## src/rtl/uart_pkg.sv

```systemverilog
// rtl/uart_pkg.sv - shared UART receiver state type, default parameters and parity helper
package uart_pkg;

    typedef enum logic [2:0] {
        IDLE    = 3'd0,
        START   = 3'd1,
        DATA    = 3'd2,
        PARITY  = 3'd3,
        STOP    = 3'd4,
        WAIT_HI = 3'd5
    } uart_rx_state_e;

    localparam int UART_CLKS_PER_BIT = 16;
    localparam int UART_DATA_BITS    = 8;

    // Parity bit a transmitter appends after the data: even parity (odd = 0) makes the
    // total count of ones even. Narrower words are passed zero-extended.
    function automatic logic uart_parity(input logic [8:0] data, input logic odd);
        return (^data) ^ odd;
    endfunction

endpackage

```

## src/rtl/uart_sync2.sv

```systemverilog
// rtl/uart_sync2.sv - two-flop synchronizer with selectable reset value
module uart_sync2 #(
    parameter logic RESET_VAL = 1'b1
) (
    input  logic clk,
    input  logic rst_n,
    input  logic d,
    output logic q
);

    logic meta_q;
    logic sync_q;

    // Two back-to-back flops; the reset value matches an idle line so no false edge appears.
    always_ff @(posedge clk or negedge rst_n) begin
        if (!rst_n) begin
            meta_q <= RESET_VAL;
            sync_q <= RESET_VAL;
        end else begin
            meta_q <= d;
            sync_q <= meta_q;
        end
    end

    assign q = sync_q;

endmodule

```

## src/rtl/uart_rx.sv

```systemverilog
// rtl/uart_rx.sv - UART receiver: mid-bit sampling FSM with valid/ready byte output
module uart_rx
    import uart_pkg::*;
#(
    parameter int CLKS_PER_BIT = UART_CLKS_PER_BIT,
    parameter int DATA_BITS    = UART_DATA_BITS,
    parameter int PARITY_EN    = 1,
    parameter int PARITY_ODD   = 0
) (
    input  logic                 clk,
    input  logic                 rst_n,
    input  logic                 rx,
    output logic [DATA_BITS-1:0] rx_data,
    output logic                 rx_valid,
    input  logic                 rx_ready,
    output logic                 parity_err,
    output logic                 frame_err,
    output logic                 overrun,
    output logic                 busy
);

    localparam int BAUD_W = $clog2(CLKS_PER_BIT);
    localparam int BIT_W  = $clog2(DATA_BITS + 1);

    localparam logic [BAUD_W-1:0] HALF_BIT = BAUD_W'(CLKS_PER_BIT / 2 - 1);
    localparam logic [BAUD_W-1:0] FULL_BIT = BAUD_W'(CLKS_PER_BIT - 1);
    localparam logic [BIT_W-1:0]  LAST_BIT = BIT_W'(DATA_BITS - 1);

    logic rx_s;

    uart_rx_state_e state_q, state_d;
    logic [BAUD_W-1:0]    baud_cnt_q, baud_cnt_d;
    logic [BIT_W-1:0]     bit_cnt_q, bit_cnt_d;
    logic [DATA_BITS-1:0] shift_reg_q, shift_reg_d;
    logic                 par_bad_q, par_bad_d;

    logic [DATA_BITS-1:0] rx_data_q, rx_data_d;
    logic                 rx_valid_q, rx_valid_d;
    logic                 parity_err_q, parity_err_d;
    logic                 frame_err_q, frame_err_d;
    logic                 overrun_q, overrun_d;

    logic baud_tick;
    logic stop_done;
    logic stop_bad;

    uart_sync2 #(.RESET_VAL(1'b1)) u_sync (
        .clk   (clk),
        .rst_n (rst_n),
        .d     (rx),
        .q     (rx_s)
    );

    assign baud_tick = (baud_cnt_q == '0);

    // Frame-tracking FSM: find the start edge, then sample every bit at its centre.
    always_comb begin
        state_d     = state_q;
        baud_cnt_d  = baud_cnt_q;
        bit_cnt_d   = bit_cnt_q;
        shift_reg_d = shift_reg_q;
        par_bad_d   = par_bad_q;
        stop_done   = 1'b0;
        stop_bad    = 1'b0;

        case (state_q)
            IDLE: begin
                if (!rx_s) begin
                    state_d    = START;
                    baud_cnt_d = HALF_BIT;
                    par_bad_d  = 1'b0;
                end
            end
            START: begin
                if (!baud_tick) begin
                    baud_cnt_d = baud_cnt_q - 1'b1;
                end else if (!rx_s) begin
                    state_d    = DATA;
                    bit_cnt_d  = '0;
                    baud_cnt_d = FULL_BIT;
                end else begin
                    // Line went back high before mid-bit: a glitch, not a start bit.
                    state_d = IDLE;
                end
            end
            DATA: begin
                if (!baud_tick) begin
                    baud_cnt_d = baud_cnt_q - 1'b1;
                end else begin
                    // LSB arrives first, so after DATA_BITS right-shifts it sits at bit 0.
                    shift_reg_d = {rx_s, shift_reg_q[DATA_BITS-1:1]};
                    baud_cnt_d  = FULL_BIT;
                    if (bit_cnt_q == LAST_BIT) begin
                        bit_cnt_d = '0;
                        state_d   = (PARITY_EN != 0) ? PARITY : STOP;
                    end else begin
                        bit_cnt_d = bit_cnt_q + 1'b1;
                    end
                end
            end
            PARITY: begin
                if (!baud_tick) begin
                    baud_cnt_d = baud_cnt_q - 1'b1;
                end else begin
                    par_bad_d  = uart_parity(9'(shift_reg_q), PARITY_ODD != 0) ^ rx_s;
                    baud_cnt_d = FULL_BIT;
                    state_d    = STOP;
                end
            end
            STOP: begin
                if (!baud_tick) begin
                    baud_cnt_d = baud_cnt_q - 1'b1;
                end else begin
                    stop_done = 1'b1;
                    stop_bad  = !rx_s;
                    state_d   = rx_s ? IDLE : WAIT_HI;
                end
            end
            WAIT_HI: begin
                // A held-low line is a break; never mistake it for a new start bit.
                if (rx_s) begin
                    state_d = IDLE;
                end
            end
            default: begin
                state_d = IDLE;
            end
        endcase
    end

    // Output holding register: deliver a finished frame or flag an overrun.
    always_comb begin
        rx_data_d    = rx_data_q;
        rx_valid_d   = rx_valid_q;
        parity_err_d = parity_err_q;
        frame_err_d  = frame_err_q;
        overrun_d    = 1'b0;

        if (rx_valid_q && rx_ready) begin
            rx_valid_d = 1'b0;
        end

        if (stop_done) begin
            if (!rx_valid_q || rx_ready) begin
                rx_data_d    = shift_reg_q;
                parity_err_d = par_bad_q;
                frame_err_d  = stop_bad;
                rx_valid_d   = 1'b1;
            end else begin
                // Consumer still holds the previous frame: keep it, drop the new one.
                overrun_d = 1'b1;
            end
        end
    end

    // State and datapath registers.
    always_ff @(posedge clk or negedge rst_n) begin
        if (!rst_n) begin
            state_q      <= IDLE;
            baud_cnt_q   <= '0;
            bit_cnt_q    <= '0;
            shift_reg_q  <= '0;
            par_bad_q    <= 1'b0;
            rx_data_q    <= '0;
            rx_valid_q   <= 1'b0;
            parity_err_q <= 1'b0;
            frame_err_q  <= 1'b0;
            overrun_q    <= 1'b0;
        end else begin
            state_q      <= state_d;
            baud_cnt_q   <= baud_cnt_d;
            bit_cnt_q    <= bit_cnt_d;
            shift_reg_q  <= shift_reg_d;
            par_bad_q    <= par_bad_d;
            rx_data_q    <= rx_data_d;
            rx_valid_q   <= rx_valid_d;
            parity_err_q <= parity_err_d;
            frame_err_q  <= frame_err_d;
            overrun_q    <= overrun_d;
        end
    end

    assign rx_data    = rx_data_q;
    assign rx_valid   = rx_valid_q;
    assign parity_err = parity_err_q;
    assign frame_err  = frame_err_q;
    assign overrun    = overrun_q;
    assign busy       = (state_q != IDLE);

endmodule

```

## config.mk

```make
export PLATFORM = sky130hd
export DESIGN_NAME = uart_rx
export DESIGN_NICKNAME = d
export VERILOG_FILES = /design/src/rtl/uart_pkg.sv /design/src/rtl/uart_sync2.sv /design/src/rtl/uart_rx.sv
export SDC_FILE = /design/constraint.sdc
export NUM_CORES = 1
export LEC_CHECK = 0
export ABC_CLOCK_PERIOD_IN_PS = 2600
export BUFFER_PORTS_ARGS = -buffer_cell sky130_fd_sc_hd__buf_2
export CORE_MARGIN = 5
export CORE_UTILIZATION = 40
export CTS_CLUSTER_SIZE = 28
export DETAILED_ROUTE_END_ITERATION = 7
export SLEW_MARGIN = 20
export SYNTH_ARGS = -nofsm -noshare
export SYNTH_HDL_FRONTEND = slang
export SYNTH_SLANG_ARGS = --single-unit
```

## constraint.sdc

```tcl
create_clock -name clk -period 2.6 [get_ports clk]
set_clock_uncertainty 0.1 [all_clocks]
set_input_delay 0.52 -clock clk [delete_from_list [all_inputs] [get_ports clk]]
set_output_delay 0.52 -clock clk [all_outputs]
set_load 0.01 [all_outputs]
```

==> flow_metrics.py <==
metrics = {
    "floorplan": {
        "rows": 22,
        "dieArea_mm2": 0.005297,
        "ios": 17,
        "core_mm2": 0.003744,
        "initial_core_util": 0.4211,
        "die_w_um": 72.78,
        "die_h_um": 72.78,
    },
    "grt": {
        "grt_max_degree": 35,
        "antenna_found_initial": 0,
        "grt_overflow": 0,
        "grt_pass1_vias": 980,
        "grt_pass1_wl_um": 4650,
        "grt_usage": 0.1119,
    },
    "logic_synthesis": {
        "ys_seq_area_frac": 0.5413,
        "synth_ff_type": "dfrtp_1",
        "postSynthAreaPerCell_um2": 11.34,
        "syn-num-nets": 145,
        "yosysUniqueCellTypes": 36,
        "synth_edf_count": 0,
        "ys_ff_latch": 34,
        "syn_area_mm2": 0.001577,
        "async_flop_share": 1.000,
        "postSynthCellCount": 139,
        "yosys_warnings": 0,
    },
    "power_and_ir_drop": {
        "p_leak_nw": 0.8941,
        "vdd_ir_drop_max_mv": 0.3474,
        "power_density_mw_per_mm2": 805.5,
        "power_w": 0.001458,
    },
    "route": {
        "vias_per_cell": 5.106,
        "drtPass1Iterations": 4,
        "drc": 0,
        "vias": 1057,
        "ant_nets": 0,
        "wire_per_inst_um": 12.64,
        "routed_wl_um": 2616,
        "drtIter0Drc": 51,
    },
    "cells_and_area": {
        "regArea_um2": 853.3,
        "area_growth_pct": 14.84,
        "multi_input_area_um2": 681.9,
        "fin_nets": 164,
        "antenna_cells": 0,
        "n_fill_cell": 367,
        "drive_gt1_frac": 0.3082,
    },
    "timing": {
        "finalHoldViolCount": 0,
        "maxClockFrequency_mhz": 494.3,
        "drv_slew": 0,
        "grt_setup_unrepaired": "no",
        "setup_viol": 0,
        "worstMarginPinSlew_ns": 0.7232,
        "fin_crit_sh": 0.7781,
        "timing.slew.headroom": 0.5179,
        "fin_tns_setup_ns": 0,
        "finalCriticalPeriod_ns": 2.023,
    },
    "clocking": {
        "h-tree-depth": 2,
        "cts_sinks": 34,
        "cts_setup_buffers": 0,
        "ctsResizeCount": 0,
        "cts_tree": "built",
        "clk_pin_slew_ns": 0.07,
        "cts_buffers": 5,
        "worstSkewPairLatency_ns": 0.28,
        "holdBufCountCts": 0,
        "cts_buffer_depth": 2,
        "cts_root_buf": "clkbuf_8",
    },
    "run_status": {
        "outcome": "finished, final reports clean",
    },
    "critical_path": {
        "critical_path_required_ns": 1.98,
        "startpoint_type": "flip-flop",
        "worstSetupEndpointType": "primary output",
        "critPathArrivalTime_ns": 1.40,
        "crit_type": "reg -> out",
        "crit_path_max_fanout": 13,
    },
    "hold_path": {
        "hold_path_class": "in -> async",
    },
    "placement": {
        "portBuffers": 16,
        "dp_hpwl_um": 1889,
        "gp_congestion": 0.8067,
    },
    "flow_run": {
        "drv_cap": 0,
    },
}
[cell type report]
type / instances / share of cell area
Clock buffer: 5 / 0.03801
Sequential cell: 34 / 0.4713
Tap cell: 48 / 0.03317
Clock inverter: 3 / 0.02211
Multi-Input combinational cell: 95 / 0.3766
Inverter: 5 / 0.01037
Timing Repair Buffer: 17 / 0.04838
[worst max-delay path, stage by stage, from the launching register on]
cell     delay [ns]
dfrtp_1        0.52
or3_1          0.45
buf_2          0.16
[power breakdown]
part	internal [W]	total [W]	switching, W
Clock	0.000282	0.000465	0.000183
Sequential	0.000597	0.000703	0.000106
Combinational	0.000135	0.000290	0.000155
Total	0.00101	0.00146	0.000444
[logic make-up (layout without fill, tap and decap cells)]
logic type / after synthesis / count (layout) / share of synthesized area
multiplexers: 19 / 19 / 0.1341
buffers and inverters: 10 / 30 / 0.02619
XOR/XNOR: 8 / 8 / 0.04445
adder cells (fa/ha/maj): 2 / 2 / 0.01587
AO/OA/AOI/OAI: 23 / 23 / 0.09048
AND/OR/NAND/NOR: 43 / 43 / 0.1476
flip-flops: 34 / 34 / 0.5413
[sequential cells by signal (all words and copies together), names as in the netlist]
name and count:
rx_data 8, shift_reg_q 8, baud_cnt_q 4, bit_cnt_q 4, state_q 3, frame_err 1
overrun 1, par_bad_q 1, parity_err 1, rx_valid 1, u_sync.meta_q 1, u_sync.q 1
[path summary, 6_finish.rpt]
check	endpoint	slack [ns]	startpoint	cells past startpoint
worst max-delay path	busy	0.58	state_q[0]$_DFFE_PN0P_	2
worst min-delay path	frame_err$_DFFE_PN0P_	0.19	rst_n	1
worst max register to register	par_bad_q$_DFFE_PN0P_	0.58	baud_cnt_q[0]$_DFFE_PN0P_	7
worst min register to register	u_sync.q$_DFF_PN1_	0.26	u_sync.meta_q$_DFF_PN1_	0
max in group asynchronous	bit_cnt_q[1]$_DFFE_PN0P_	1.74	rst_n	1
min in group clk	u_sync.meta_q$_DFF_PN1_	0.24	rx	1
[synthesized netlist by cell type (all sizes together), types with 3 or more instances]
| cell type | n | area, µm² |
|---|---|---|
| a21oi | 5 | 25.02 |
| mux2 | 17 | 191.4 |
| nand2b | 3 | 18.77 |
| inv | 5 | 18.77 |
| buf | 3 | 15.01 |
| and3 | 3 | 23.77 |
| nor2 | 12 | 45.04 |
| o21ai | 7 | 35.03 |
| nand3 | 5 | 25.02 |
| dfrtp | 32 | 800.8 |
| nand2 | 11 | 43.80 |
| xnor2 | 7 | 61.31 |
| a31oi | 3 | 18.77 |
[metrics by stage]
| step | util | instance area, µm² | worst slack, ns | hold WS, ns | instances |
|---|---|---|---|---|---|
| global route | 0.4836 | 1810 | 0.4348 | 0.2330 | 207 |
| finish | 0.4836 | 1810 | 0.5769 | 0.1937 | 207 |
| CTS | 0.4836 | 1810 | 0.5734 | 0.2216 | 207 |
| detailed placement | 0.4545 | 1702 | 0.6012 | 0.2485 | 199 |
| floorplan | - | 1577 | 0.7865 | 0.1244 | 139 |
| global placement | 0.4545 | 1702 | 0.6634 | 0.2468 | 199 |
[layout by cell type (no fill, tap or decap), drive strengths merged, types with 2 or more instances in the layout]
master,netlist,routed
a21oi,5,5
a31oi,3,3
and3,3,3
buf,3,17
clkbuf,2,5
clkinv,0,2
dfrtp,32,32
dfstp,2,2
ha,2,2
inv,5,5
mux2,17,17
mux2i,2,2
nand2,11,11
nand2b,3,3
nand3,5,5
nor2,12,12
nor3b,2,2
nor4,2,2
o21ai,7,7
xnor2,7,7
[layer usage]
layer  track usage  vias to the layer above  wire length, µm
met5             0                        -                0
met4       0.05533                        0               42
met3       0.02893                        4              133
met2        0.1643                       21             1169
met1        0.1522                      507             1271
li1              -                      525                -
Note: power is estimated with default switching activity, not from simulation.
